**config.mk**
```make
export PLATFORM = sky130hd
export DESIGN_NAME = ethernet_tx_framer
export DESIGN_NICKNAME = d
export VERILOG_FILES = /design/src/rtl/ethernet_tx_framer_pkg.sv /design/src/rtl/ethernet_tx_framer_crc32.sv /design/src/rtl/ethernet_tx_framer.sv
export SDC_FILE = /design/constraint.sdc
export NUM_CORES = 1
export LEC_CHECK = 0
export CAP_MARGIN = 10
export CORE_UTILIZATION = 40
export CTS_CLUSTER_SIZE = 24
export DETAILED_ROUTE_END_ITERATION = 8
export PLACE_DENSITY = 0.53
export SETUP_SLACK_MARGIN = 0.02
export SYNTH_ARGS = -nofsm -noshare
export SYNTH_HDL_FRONTEND = slang
export SYNTH_SLANG_ARGS = --single-unit
```
**constraint.sdc**
```tcl
create_clock -name clk_i -period 9.8 [get_ports clk_i]
set_input_delay 0.98 -clock clk_i [delete_from_list [all_inputs] [get_ports clk_i]]
set_output_delay 0.98 -clock clk_i [all_outputs]
set_load 0.05 [all_outputs]
```
**src/rtl/ethernet_tx_framer_pkg.sv**
```systemverilog
// Shared types, constants and bit-order helpers for the Ethernet TX framer.
package ethernet_pkg;

  typedef enum logic [2:0] {
    IDLE,
    PREAMBLE,
    SFD,
    DATA,
    PAD,
    FCS,
    IFG,
    DISCARD
  } tx_framer_state_t;

  localparam logic [7:0]  ETH_PREAMBLE     = 8'h55;
  localparam logic [7:0]  ETH_SFD          = 8'hD5;
  localparam int          ETH_PREAMBLE_LEN = 7;
  localparam int          ETH_FCS_LEN      = 4;
  localparam logic [31:0] ETH_CRC_POLY     = 32'h04C1_1DB7;
  // Byte-time counter width; IFG_BYTES must fit in it.
  localparam int          CNT_W            = 8;

  function automatic logic [7:0] bit_reverse8(input logic [7:0] d);
    logic [7:0] r;
    for (int i = 0; i < 8; i++) r[i] = d[7-i];
    return r;
  endfunction

  function automatic logic [31:0] bit_reverse32(input logic [31:0] d);
    logic [31:0] r;
    for (int i = 0; i < 32; i++) r[i] = d[31-i];
    return r;
  endfunction

endpackage

```
**src/rtl/ethernet_tx_framer_crc32.sv**
```systemverilog
// MSB-first CRC-32 (poly 0x04C11DB7) register, one byte per compute strobe.
module ethernet_crc32
  import ethernet_pkg::*;
(
  input  logic        clk_i,
  input  logic        rst_n_i,
  input  logic        initialize_i,
  input  logic        compute_i,
  input  logic [7:0]  data_i,
  output logic [31:0] crc32_o
);

  logic [31:0] crc_q;
  logic [31:0] crc_next;

  always_comb begin
    crc_next = crc_q;
    for (int i = 7; i >= 0; i--) begin
      if (crc_next[31] ^ data_i[i]) crc_next = {crc_next[30:0], 1'b0} ^ ETH_CRC_POLY;
      else                          crc_next = {crc_next[30:0], 1'b0};
    end
  end

  always_ff @(posedge clk_i or negedge rst_n_i) begin
    if (!rst_n_i)          crc_q <= '1;
    else if (initialize_i) crc_q <= '1;
    else if (compute_i)    crc_q <= crc_next;
  end

  assign crc32_o = crc_q;

endmodule

```
**src/rtl/ethernet_tx_framer.sv**
```systemverilog
// Byte-wide Ethernet TX framer: preamble/SFD, payload, zero pad, FCS and
// inter-frame gap, feeding a one-byte registered output slot.
module ethernet_tx_framer
  import ethernet_pkg::*;
#(
  parameter int MIN_FRAME = 60,
  parameter int IFG_BYTES = 12
) (
  input  logic       clk_i,
  input  logic       rst_n_i,
  input  logic [7:0] data_i,
  input  logic       valid_i,
  input  logic       last_i,
  output logic       ready_o,
  output logic [7:0] tx_data_o,
  output logic       tx_valid_o,
  input  logic       tx_ready_i,
  output logic       underrun_o,
  output logic       busy_o
);

  localparam logic [15:0]      MIN_LEN  = 16'(MIN_FRAME);
  // The IDLE exit loads the first 0x55, so PREAMBLE loads the remaining six.
  localparam logic [CNT_W-1:0] PRE_LAST = CNT_W'(ETH_PREAMBLE_LEN - 2);
  localparam logic [CNT_W-1:0] FCS_LAST = CNT_W'(ETH_FCS_LEN - 1);
  localparam logic [CNT_W-1:0] IFG_LAST = CNT_W'(IFG_BYTES - 1);

  tx_framer_state_t state_q, state_d;
  logic [CNT_W-1:0] cnt_q, cnt_d;
  logic [15:0]      len_q, len_d, len_inc;
  logic [16:0]      pad_gap;
  logic             short_frame;
  logic [7:0]       tx_data_q;
  logic             tx_valid_q;
  logic             underrun_q, underrun_d;
  logic             slot_free;
  logic             load;
  logic [7:0]       load_data;
  logic             crc_init, crc_compute;
  logic [7:0]       crc_data;
  logic [31:0]      crc32;
  logic [31:0]      fcs;

  ethernet_crc32 u_crc (
    .clk_i        (clk_i),
    .rst_n_i      (rst_n_i),
    .initialize_i (crc_init),
    .compute_i    (crc_compute),
    .data_i       (crc_data),
    .crc32_o      (crc32)
  );

  assign slot_free = !tx_valid_q || tx_ready_i;
  assign len_inc   = (&len_q) ? len_q : len_q + 16'd1;
  // Sign of (MIN - len) decides padding without a constant-zero compare.
  assign pad_gap     = {1'b0, MIN_LEN} - {1'b0, len_inc};
  assign short_frame = !pad_gap[16] && (pad_gap != 17'd0);
  assign fcs         = ~bit_reverse32(crc32);

  always_comb begin
    state_d     = state_q;
    cnt_d       = cnt_q;
    len_d       = len_q;
    load        = 1'b0;
    load_data   = 8'h00;
    crc_init    = 1'b0;
    crc_compute = 1'b0;
    crc_data    = 8'h00;
    underrun_d  = 1'b0;
    ready_o     = 1'b0;
    case (state_q)
      IDLE: if (valid_i && slot_free) begin
        load      = 1'b1;
        load_data = ETH_PREAMBLE;
        len_d     = '0;
        state_d   = PREAMBLE;
      end
      PREAMBLE: if (slot_free) begin
        load      = 1'b1;
        load_data = ETH_PREAMBLE;
        cnt_d     = cnt_q + CNT_W'(1);
        if (cnt_q == PRE_LAST) state_d = SFD;
      end
      SFD: if (slot_free) begin
        load      = 1'b1;
        load_data = ETH_SFD;
        crc_init  = 1'b1;
        state_d   = DATA;
      end
      DATA: begin
        ready_o = slot_free;
        if (slot_free) begin
          if (valid_i) begin
            load        = 1'b1;
            load_data   = data_i;
            crc_compute = 1'b1;
            crc_data    = bit_reverse8(data_i);
            len_d       = len_inc;
            if (last_i) state_d = short_frame ? PAD : FCS;
          end else begin
            underrun_d = 1'b1;
            state_d    = DISCARD;
          end
        end
      end
      PAD: if (slot_free) begin
        load        = 1'b1;
        crc_compute = 1'b1;
        len_d       = len_inc;
        if (len_inc == MIN_LEN) state_d = FCS;
      end
      FCS: if (slot_free) begin
        load      = 1'b1;
        load_data = fcs[{cnt_q[1:0], 3'b000} +: 8];
        cnt_d     = cnt_q + CNT_W'(1);
        if (cnt_q == FCS_LAST) state_d = IFG;
      end
      // Every serializer strobe counts, including the one that drains FCS byte 4.
      IFG: if (tx_ready_i) begin
        cnt_d = cnt_q + CNT_W'(1);
        if (cnt_q == IFG_LAST) state_d = IDLE;
      end
      DISCARD: begin
        ready_o = 1'b1;
        if (valid_i && last_i) state_d = IFG;
      end
      default: state_d = IDLE;
    endcase
    if (state_d != state_q) cnt_d = '0;
  end

  always_ff @(posedge clk_i or negedge rst_n_i) begin
    if (!rst_n_i) begin
      state_q    <= IDLE;
      cnt_q      <= '0;
      len_q      <= '0;
      tx_data_q  <= 8'h00;
      tx_valid_q <= 1'b0;
      underrun_q <= 1'b0;
    end else begin
      state_q    <= state_d;
      cnt_q      <= cnt_d;
      len_q      <= len_d;
      underrun_q <= underrun_d;
      if (slot_free) begin
        tx_valid_q <= load;
        if (load) tx_data_q <= load_data;
      end
    end
  end

  assign tx_data_o  = tx_data_q;
  assign tx_valid_o = tx_valid_q;
  assign underrun_o = underrun_q;
  assign busy_o     = (state_q != IDLE);

endmodule

```
# Word level (Yosys, flattened, before mapping)
# Cells that the tools add are included.
# op_classes
addsub	3
n_mul	0
n_div	0
n_lt_le_gt_ge	0
eq_ne	18
shifts	1
muxes	53
bitwise	17
reduce_logical	18
# op_table
op	n
27-bit two-way mux	8
14-bit NOT	8
16-bit two-way mux	5
32-bit two-way mux	2
8-bit two-way mux	7
16-bit case mux with 3 select lines	1
3-bit two-way mux	14
8-bit case mux with 5 select lines	1
32-bit NOT	1
32-bit by 6-bit variable part select with 8-bit output	1
3-bit case mux with 8 select lines	1
17-bit nonzero test	1
6-bit by 16-bit subtractor with 17-bit output, first input constant	1
16-bit by 1-bit adder with 16-bit output, second input constant	1
16-bit by 6-bit == test with 1-bit output, second input constant	1
8-bit case mux with 2 select lines	1
16-bit AND reduction	1
3-bit == test, second input constant	4
1-bit two-way mux	9
3-bit nonzero test	3
8-bit by 1-bit adder with 8-bit output, second input constant	1
8-bit by 2-bit == test with 1-bit output, second input constant	1
8-bit by 3-bit == test with 1-bit output, second input constant	1
8-bit by 4-bit == test with 1-bit output, second input constant	1
20 further kinds	35
# word_totals
regBits	69
latch_bits	0
ram_bits	0
mem_bits_ro	0
input_bits	13
output_inout_bits	12
wordCells	117
memories	0

# Depth between registers and ports, before layout
# logic_depth
word_depth	22
mapped_depth	11
ltp_nobuf	10

# Cells and area by module
# Synthesis repeated with hierarchy kept, for this count alone.
# hier_totals
cells_unflattened	538
area_unflattened_um2	5273.8
# by_module_without_submodules
mod	n_inst	cells_each	area_per_inst_um2	seq_area_each_um2
ethernet_tx_framer	1	368	3021.6	925.9
ethernet_crc32	1	170	2252.2	840.8

# Worst setup path before layout
# OpenSTA, ideal clock, no wires.
# synth_timing
kind	register -> register
start	register len_q[0]
end	register cnt_q[0]
setup_time_ps	142
arrival_ps	3016
required_time_ps	9658
path_slack_ps	6642
path_stages_with_launch	11
path_buffers	0
period_less_slack_ps	3158
path_cell_list	dfrtp_1 -> ha_1 -> nand3_1 -> or2_1 -> or4_4 -> o31ai_2 -> nor4b_4 -> nand4_1 -> a221oi_2 -> mux2i_1 -> nor2_1
# synth_via
elab_chain_cells	13
elab_cells_between_ends	21
cone_classes	add/sub (2); eq/ne (4); mux (9); reduce/logical (6)
# synth_lines
item	line	source
from (decl)	ethernet_tx_framer.sv:30	logic [15:0] len_q, len_d, len_inc;
from (signal assigned)	ethernet_tx_framer.sv:143	len_q <= len_d;
16-bit by 1-bit adder with 16-bit output or 16-bit AND reduction (tied branches)	ethernet_tx_framer.sv:54	assign len_inc = (&len_q) ? len_q : len_q + 16'd1;
16-bit two-way mux (*)	ethernet_tx_framer.sv:54	
6-bit by 16-bit subtractor with 17-bit output	ethernet_tx_framer.sv:56	assign pad_gap = {1'b0, MIN_LEN} - {1'b0, len_inc};
17-bit nonzero test or 1-bit zero test (tied branches)	ethernet_tx_framer.sv:57	assign short_frame = !pad_gap[16] && (pad_gap != 17'd0);
1-bit logical AND	ethernet_tx_framer.sv:57	
1-bit two-way mux	ethernet_tx_framer.sv:99	if (last_i) state_d = short_frame ? PAD : FCS;
3-bit two-way mux	ethernet_tx_framer.sv:99	
3-bit two-way mux	ethernet_tx_framer.sv:93	if (valid_i) begin
3-bit two-way mux	ethernet_tx_framer.sv:92	if (slot_free) begin
3-bit case mux with 8 select lines (*)	ethernet_tx_framer.sv:71	case (state_q)
3-bit inequality test (*)	ethernet_tx_framer.sv:129	if (state_d != state_q) cnt_d = '0;
3-bit inequality test (no line), or another cell as far along	--	
3-bit AND reduction (no line)	--	
to (signal assigned)	ethernet_tx_framer.sv:142	cnt_q <= cnt_d;
to (decl)	ethernet_tx_framer.sv:29	logic [CNT_W-1:0] cnt_q, cnt_d;
# Every way passes the cells marked *; elsewhere a longest branch is shown, timed or not.
# A chain may end at the register's enable or synchronous reset.

# Final worst setup path
# layout_timing
start	register len_q[0]
end	register cnt_q[4]
# The elaborated chain is that of the path after synthesis.

==> flow_metrics.tcl <==
set metrics [dict create \
    timing.final.crit_share_pct 44.4 \
    vdd_ir_drop_max_mv 0.210 \
    seq_area_frac_synth_pct 36.8 \
    drc 4 \
    placed_area_um2 5100 \
    antenna_found_initial 0 \
    overflow 0 \
    stdcell_count 699 \
    place_ws_ns 5.35 \
    use_met2_pct 34.5 \
    regToRegEndpoint "cnt_q[4]$_DFFE_PN0P_" \
    numCtsBuffers 9 \
    num_vias 4018 \
    met3_usage_pct 3.32 \
    num_rows 39 \
    yosys_warnings 0 \
    crit_family "simple AND/OR/NAND/NOR gates" \
    h-tree-depth 3 \
    routed_wl_um 12500 \
    ant_nets 0 \
    grt_busiest_layer "met2" \
    r2r_setup_slack_ns 5.45 \
    drive_above_1_share_pct 12.4 \
    fin_skew_ns 0.00652 \
    area_delta_synth_final_pct 12.4 \
    syn_area_um2 4800 \
    layout.nets 567 \
    first_pass_iters 7 \
    avgSynthCellArea_um2 8.74 \
    setup_viol 0 \
    antenna_cells 0 \
    syn_nets 565 \
    critPathKind "register to register" \
    failed_checks "design-rule violations" \
    hold_violations 0 \
    initial_core_util_pct 41.5 \
    arrival_ns 4.54 \
    endpoint_kind "register" \
    grt_pass1_vias 3960 \
    ys_types 58 \
    p_leak_nw 1.97 \
    gp_congestion 0.867 \
    clock.fmax_mhz 230 \
    hold_buffers 0 \
    clock_tree.root_cell "clkbuf_16" \
    min_period_ns 4.35 \
    die_width_um 112 \
    power.total_mw 2.14 \
    min_to "tx_data_o[3]$_DFFE_PN0P_" \
    max_cap_violations 0 \
    fin_setup_tns_ns 0 \
    cp.depth 9 \
    hold_depth 2 \
    ios 25 \
    slowest_delay_ns 0.85 \
    avgRoutedWirePerCell_um 17.9 \
    hold_path_class "register to register" \
    path_buf_inv 0 \
    synth_seq_cells 69 \
    clock_latency_ns 0.34 \
    worst_slack_ns 5.45 \
    synth_ff_type "dfrtp_1" \
    required_ns 9.99 \
    cellPowerDensity_nw_per_um2 396 \
    rsz0062_at_grt "no" \
    met1_usage_pct 29.2 \
    dp_hpwl_um 8770 \
    clk_pin_slew_worst_paths_ns 0.06 \
    via_per_inst 5.75 \
    cts_resized 0 \
    ff2ff_path_depth 9 \
    drv_slew 0 \
    grt_use_total_pct 21.5 \
    slew-limit-headroom_pct 39.1 \
    hp-start "tx_data_o[3]$_DFFE_PN0P_" \
    crit_fanout 17 \
    grt_pass1_wl_um 21000 \
    path_cells "ha_1, nand3_1, or2_1, or4_1, nand4_1, nor4b_4, a221oi_2, mux2i_1, nor2_1" \
    timing.hold.ws_ns 0.485 \
    fin_area_um2 5390 \
    dpl.cell_count 683 \
    async_reset_ff_share_pct 100 \
    io_buffer_count 24 \
    die_height_um 112 \
    synth_cells 549 \
    worstReg2RegStart "len_q[0]$_DFFE_PN0P_" \
    post_cts_buffers 0 \
    final_util_pct 46.6 \
    slowest_stage "or4_1" \
    status "finished, violations left" \
    numClockSinks 69 \
    synth_edf_count 0 \
    grt_max_degree 70 \
    max_slew.worst_pin.slew_ns 0.913 \
    drt_iter0_drc 289 \
    worstSetupStartpointType "register" \
    clockBufferDepth 2 \
    fp.coreArea_um2 11600 \
    fp.dieArea_um2 12400 \
    cts_tree "yes" \
]
## metal layers
metal	routed length, µm	up-vias
li1	-	1958
met1	6040	1978
met2	5910	69
met3	420	13
met4	164	0
met5	0	-
## tightest hold or removal path, delay by kind of cell (launching register included)
family | cells | cell delay [ns]
AND/OR/NAND/NOR | 1 | 0.05
flip-flops | 1 | 0.34
AO/OA/AOI/OAI | 1 | 0.06
## registers in the layout, indices dropped and copies added (netlist names)
name / count
len_q: 16
tx_data_o: 8
tx_valid_o: 1
cnt_q: 8
state_q: 3
underrun_o: 1
u_crc.crc32_o: 32
## cells in the mapped netlist, drive strengths merged, types with 7 or more instances
cell type	instances	area (µm²)
nand2	75	282
a21oi	46	230
xnor2	44	385
xor2	42	368
o21ai	39	195
dfrtp	37	926
dfstp	32	841
nor2	31	116
nor3	30	150
clkbuf	25	93.8
nand3	14	75.1
buf	12	61.3
o211ai	10	75.1
nand4	9	56.3
inv	8	30.0
mux4	8	180
a31oi	7	43.8
## power breakdown
| part | internal, mW | switching [mW] | total (mW) |
|---|---|---|---|
| Clock | 0.203 | 0.124 | 0.327 |
| Sequential | 0.446 | 0.150 | 0.596 |
| Combinational | 0.530 | 0.684 | 1.21 |
| Total | 1.18 | 0.958 | 2.14 |
## area by class of cell
cell class | instances | area [µm²]
multi-input combinational | 435 | 2860
fill | 1132 | 6170
clock inverter | 4 | 47.5
inverter | 8 | 30.0
sequential | 69 | 1770
tap | 143 | 179
clock buffer | 12 | 246
timing repair buffer | 28 | 265
## worst max-delay path by stage
stage | to | slack [ns] | from
after global placement | u_crc.crc32_o[5]$_DFFE_PN1P_ | 5.44 | valid_i
final | cnt_q[4]$_DFFE_PN0P_ | 5.45 | len_q[0]$_DFFE_PN0P_
after CTS | cnt_q[6]$_DFFE_PN0P_ | 5.50 | len_q[0]$_DFFE_PN0P_
after detailed placement | u_crc.crc32_o[5]$_DFFE_PN1P_ | 5.35 | valid_i
after global routing | cnt_q[7]$_DFFE_PN0P_ | 5.14 | len_q[0]$_DFFE_PN0P_
after floorplan | cnt_q[0]$_DFFE_PN0P_ | 6.64 | len_q[0]$_DFFE_PN0P_
## cell families after synthesis
| group | Yosys count | synth area share (%) |
|---|---|---|
| mux | 13 | 4.85 |
| buf+inv | 45 | 3.86 |
| simple gates | 193 | 19.7 |
| xor+xnor | 86 | 15.7 |
| flops | 69 | 36.8 |
| compound gates | 140 | 18.3 |
| fa+ha+maj | 3 | 0.782 |
## layout by cell type, fill, tap and decap left out, drive strengths merged, types with 5 or more instances in the layout
master         synthesis  layout
xor2                  42      42
dfstp                 32      32
buf                   12       5
nand3                 14      14
nor3                  30      30
nand2b                 6       6
nor2                  31      31
o22a                   5       5
mux4                   8       8
o211ai                10      10
clkdlybuf4s50          0      23
a31oi                  7       7
nand4                  9       9
inv                    8       8
nand2                 75      75
dfrtp                 37      37
xnor2                 44      44
a21oi                 46      46
o31ai                  6       6
clkbuf                25      12
o21ai                 39      39
Note: power is estimated with default switching activity, not from simulation.
==> RTL change 1: new RTL, config.mk and constraints unchanged <==
The output `underrun_o` loses its register stage (`underrun_q` becomes a continuous assignment).
--- a/src/rtl/ethernet_tx_framer.sv
+++ b/src/rtl/ethernet_tx_framer.sv
@@ -136,18 +136,18 @@
       len_q      <= '0;
       tx_data_q  <= 8'h00;
       tx_valid_q <= 1'b0;
-      underrun_q <= 1'b0;
     end else begin
       state_q    <= state_d;
       cnt_q      <= cnt_d;
       len_q      <= len_d;
-      underrun_q <= underrun_d;
       if (slot_free) begin
         tx_valid_q <= load;
         if (load) tx_data_q <= load_data;
       end
     end
   end
+
+  assign underrun_q = underrun_d;
 
   assign tx_data_o  = tx_data_q;
   assign tx_valid_o = tx_valid_q;
Function: changed (a bounded check fails within 10 cycles, from zero or initial values and one cycle with rst_n_i low).
==> RTL change 1 against the unedited design <==
Cell count down 3.3%. Sequential cell count down 1. Register-to-register slack better by 0.95 ns. Largest power group unchanged. Synthesized cell count down 3.8%. Highest routed layer unchanged. The flow still finishes with violations (DRC). Global-route usage down 1.2 points. Combinational power down 20%. Worst setup slack better by 0.014 ns. Power down 14%. Critical endpoint is now underrun_o. Design area down 0.42%. Synthesized area down 0.39%. Wire length down 4.5%.
==> RTL change 1: results <==
export IMPL_outcome="finished, violations left"
export IMPL_violations="DRC"
export IMPL_crit_arrival_ns=3.35
export IMPL_clkTransAtPathRegs_ns=0.06
export IMPL_holdWs_ns=0.479
export IMPL_synthTopCellsByCount="nand2_1, xnor2_1, a21oi_1, nor2_1"
export IMPL_routed_wl_mm=12.0
export IMPL_worstHoldPathCells=2
export IMPL_crit_slowest_cell="clkdlybuf4s50_1"
export IMPL_drive_above_1_share_pct=15.2
export IMPL_fin_skew_ns=0.00748
export IMPL_drt_iter0_markers=245
export IMPL_grt_util_all_layers_pct=20.4
export IMPL_grt_met2_usage_pct=34.9
export IMPL_muxShareOfSynthArea_pct=4.92
export IMPL_synthArstFlopShare_pct=100
export IMPL_min_to="tx_data_o[5]$_DFFE_PN0P_"
export IMPL_grt_max_degree=69
export IMPL_largest_reg_flops=32
export IMPL_worst_pin_slew_ns=1.17
export IMPL_cts_resized=0
export IMPL_met1_length_mm=5.54
export IMPL_ys_top_cells_by_area="dfrtp_1, dfstp_2, xnor2_1"
export IMPL_vias=3821
export IMPL_min_path_type="reg2reg"
export IMPL_globalRouteMet3Util_pct=3.61
export IMPL_crit_family="buffers and inverters"
export IMPL_nets=544
export IMPL_ys_warnings_count=0
export IMPL_place_detailed_hpwl_mm=8.10
export IMPL_place_gp_congestion=0.799
export IMPL_synth_compound_area_share_pct=15.4
export IMPL_grt_use_met1_pct=26.5
export IMPL_cellLeakagePower_nw=2.04
export IMPL_rrSetupSlack_ns=6.40
export IMPL_ir_drop_uv=182
export IMPL_clkLatencyLatePin_ns=0.33
export IMPL_timing_rr_start="state_q[1]$_DFF_PN0_"
export IMPL_grt_pass1_vias=3714
export IMPL_port_buffers=24
export IMPL_drc=2
export IMPL_ys_seq_area_share_pct=36.4
export IMPL_critical_path_peak_fanout=25
export IMPL_rr_worst_depth=8
export IMPL_wl_met2_mm=5.99
export IMPL_yosys_area_share_adder_pct=0.785
export IMPL_worstReg2RegEnd="u_crc.crc32_o[11]$_DFFE_PN1P_"
export IMPL_hp_start="tx_data_o[5]$_DFFE_PN0P_"
export IMPL_synth_xor_area_share_pct=18.4
export IMPL_antenna_found_initial=0
export IMPL_met3WireLength_um=309
export IMPL_ctsHtreeMaxLevel=3
export IMPL_synth_cell_type_count=57
export IMPL_grt_pass1_wl_mm=19.9
export IMPL_max_stage_delay_ns=0.81
[RTL change 1: cell count changes in the layout (fill, tap and decap cells not counted), sizes merged, moves of 4 or more]
cell    change
nor2        +7
o31a        -4
a21oi       -7
nand4      +11
a21o        +4
nand2      -24
and3        +8
o211ai      -6
[RTL change 1: logic make-up (layout without fill, tap and decap cells)]
kind of cell               after synthesis  after routing
buffers and inverters                   46             51
muxes                                   12             12
DFF                                     68             68
AOI/OAI and AO/OA                      120            120
xor gates and xnor gates                89             89
adders and majority gates                3              3
and+or+nand+nor                        190            190
[RTL change 1: power by group]
part	leakage [nW]	switching (mW)	internal, mW
logic	1.07	0.519	0.447
clock network	0.151	0.127	0.213
registers	0.819	0.121	0.411
[RTL change 1: stage by stage]
step	instances	worst slack, ns	instance area, µm²	total power, mW
after global routing	676	5.35	5370	1.97
after detailed placement	660	5.49	5060	1.50
after floorplan	528	5.95	4780	1.29
after global placement	660	5.52	5060	1.50
final	676	5.47	5370	1.84
after CTS	676	5.48	5370	1.85
[RTL change 1: final cells by class]
| cell class | instances | area [µm²] |
|---|---|---|
| timing repair buffer | 26 | 250 |
| fill | 1105 | 6150 |
| clock buffer | 11 | 254 |
| tap | 143 | 179 |
| clock inverter | 5 | 57.6 |
| sequential | 68 | 1740 |
| multi-input combinational | 414 | 2850 |
| inverter | 9 | 33.8 |
[RTL change 1: worst max path at each step]
stage,from,endpoint,slack [ns],cells after the start
after floorplan,tx_ready_i,ready_o,5.95,6
after global placement,tx_ready_i,underrun_o,5.52,4
after detailed placement,tx_ready_i,underrun_o,5.49,4
after CTS,tx_ready_i,underrun_o,5.48,4
after global routing,tx_ready_i,underrun_o,5.35,4
final,tx_ready_i,underrun_o,5.47,4
==> RTL change 2: new RTL, same settings <==
Made on the original files. Set the package constant `CNT_W` to 12 (it was 8).
--- a/src/rtl/ethernet_tx_framer_pkg.sv
+++ b/src/rtl/ethernet_tx_framer_pkg.sv
@@ -18,7 +18,7 @@
   localparam int          ETH_FCS_LEN      = 4;
   localparam logic [31:0] ETH_CRC_POLY     = 32'h04C1_1DB7;
   // Byte-time counter width; IFG_BYTES must fit in it.
-  localparam int          CNT_W            = 8;
+  localparam int          CNT_W            = 12;
 
   function automatic logic [7:0] bit_reverse8(input logic [7:0] d);
     logic [7:0] r;
Function: no difference found for any inputs over 10 cycles, from zero or initial values and one cycle with rst_n_i low; that may be too few to reach the edited logic, so the function may still have changed.
==> RTL change 2 against the unedited design <==
Sequential cell count increased by 4. Worst setup slack better by 0.33 ns. Design area rose by 8.1%. Synthesized area up 9.2%. Power rose by 1.2%. Critical path depth shrank 4. Wire length grew 8.3%. Critical endpoint is now ready_o. Critical path type is now in2out. Highest routed layer unchanged. Sequential power rose by 1%. Synthesized cell count grew 5.8%.
==> RTL change 2: results <==
export IMPL_outcome="finished, final reports clean"
export IMPL_hold_viol_final=0
export IMPL_synthTopCellsByCount="nand2_1, a21oi_1, dfrtp_1, nor2_1, o21ai_0"
export IMPL_synth_cell_type_count=67
export IMPL_clkTransAtPathRegs_ns=0.06
export IMPL_rrSetupSlack_ns=6.19
export IMPL_worstReg2RegEnd="cnt_q[1]$_DFFE_PN0P_"
export IMPL_cts_root_buf="clkbuf_16"
export IMPL_synthArstFlopShare_pct=100
export IMPL_ys_warnings_count=0
export IMPL_min_path_type="reg2reg"
export IMPL_crit_arrival_ns=3.04
export IMPL_clkLatencyLatePin_ns=0.34
export IMPL_crit_slowest_cell="clkdlybuf4s50_1"
export IMPL_dp_cells=740
export IMPL_synth_ff_type="dfrtp_1"
export IMPL_grt_max_degree=74
export IMPL_drt_iter0_markers=362
export IMPL_grt_pass1_wl_mm=22.1
export IMPL_cellLeakagePower_nw=2.08
export IMPL_min_to="tx_data_o[3]$_DFFE_PN0P_"
export IMPL_ys_seq_area_share_pct=35.6
export IMPL_avgSynthCellArea_um2=9.02
export IMPL_vias=4294
export IMPL_crit_family="buffers and inverters"
export IMPL_max_slew_margin_pct=27.0
export IMPL_cts_setup_buffers=0
export IMPL_place_gp_congestion=0.853
export IMPL_place_area_um2=5540
export IMPL_drive_above_1_share_pct=14.0
export IMPL_routed_wl_mm=13.6
export IMPL_rr_worst_depth=10
export IMPL_wire_per_inst_um=18.0
export IMPL_ir_drop_uv=188
export IMPL_timing_rr_start="len_q[0]$_DFFE_PN0P_"
export IMPL_dr_pass1_iters=5
export IMPL_synth_nets=597
export IMPL_grt_pass1_vias=4037
export IMPL_max_stage_delay_ns=0.80
export IMPL_antennaDiodeCount=0
export IMPL_fin_skew_ns=0.00565
export IMPL_place_detailed_hpwl_mm=9.47
export IMPL_ys_top_cells_by_area="dfrtp_1, dfstp_2, xnor2_1"
export IMPL_cts_buffer_depth=2
export IMPL_cts_resized=0
export IMPL_grt_util_all_layers_pct=21.7
export IMPL_critical_path_peak_fanout=15
## RTL change 2: final cells by class
class / instances / area, µm²
Clock buffer: 9 / 225
Clock inverter: 7 / 70.1
Fill cell: 1245 / 6890
Inverter: 8 / 30.0
Multi-Input combinational cell: 461 / 3170
Sequential cell: 73 / 1870
Tap cell: 172 / 215
Timing Repair Buffer: 26 / 253
## RTL change 2: logic make-up after synthesis
group | Yosys count | synth area share (%)
muxes | 13 | 4.44
DFF | 73 | 35.6
adders and majority gates | 3 | 0.716
xor gates and xnor gates | 85 | 17.1
AOI/OAI and AO/OA | 156 | 18.8
and+or+nand+nor | 204 | 19.4
buffers and inverters | 47 | 3.96
## RTL change 2: how the worst max path moves through the flow
stage | start | to | cells past startpoint
3_5_place_dp | valid_i | u_crc.crc32_o[8]$_DFFE_PN1P_ | 9
3_3_place_gp | valid_i | u_crc.crc32_o[8]$_DFFE_PN1P_ | 9
6_report | tx_ready_i | ready_o | 5
5_1_grt | tx_ready_i | ready_o | 5
2_1_floorplan | tx_ready_i | ready_o | 4
4_1_cts | tx_ready_i | ready_o | 5
## RTL change 2: layer usage
metal | up-vias | share of wire, % | track usage [%]
met5 | - | 0 | 0
met4 | 0 | 2.0 | 8.55
li1 | 2073 | - | -
met3 | 15 | 3.7 | 2.54
met1 | 2106 | 48 | 31.4
met2 | 100 | 46 | 33.1
## RTL change 2: power by group
| part | leakage [nW] | switching [mW] | internal [mW] | total (mW) |
|---|---|---|---|---|
| combinational | 1.05 | 0.695 | 0.532 | 1.23 |
| sequential | 0.889 | 0.148 | 0.454 | 0.602 |
| clock | 0.137 | 0.136 | 0.197 | 0.333 |
## RTL change 2: through the flow
step | hold WS, ns | util, % | setup slack [ns]
floorplan | 0.490 | - | 6.67
CTS | 0.489 | 45.8 | 5.81
global placement | 0.472 | 43.5 | 5.78
detailed placement | 0.475 | 43.5 | 5.70
finish | 0.485 | 45.8 | 5.78
global route | 0.528 | 45.8 | 5.67
## RTL change 2: worst register-to-register path: cells and delay by family, from the launching register on
kind	cells	cell delay, ns
simple gates	6	1.78
compound gates	3	0.76
flops	1	0.54
fa+ha+maj	1	0.45
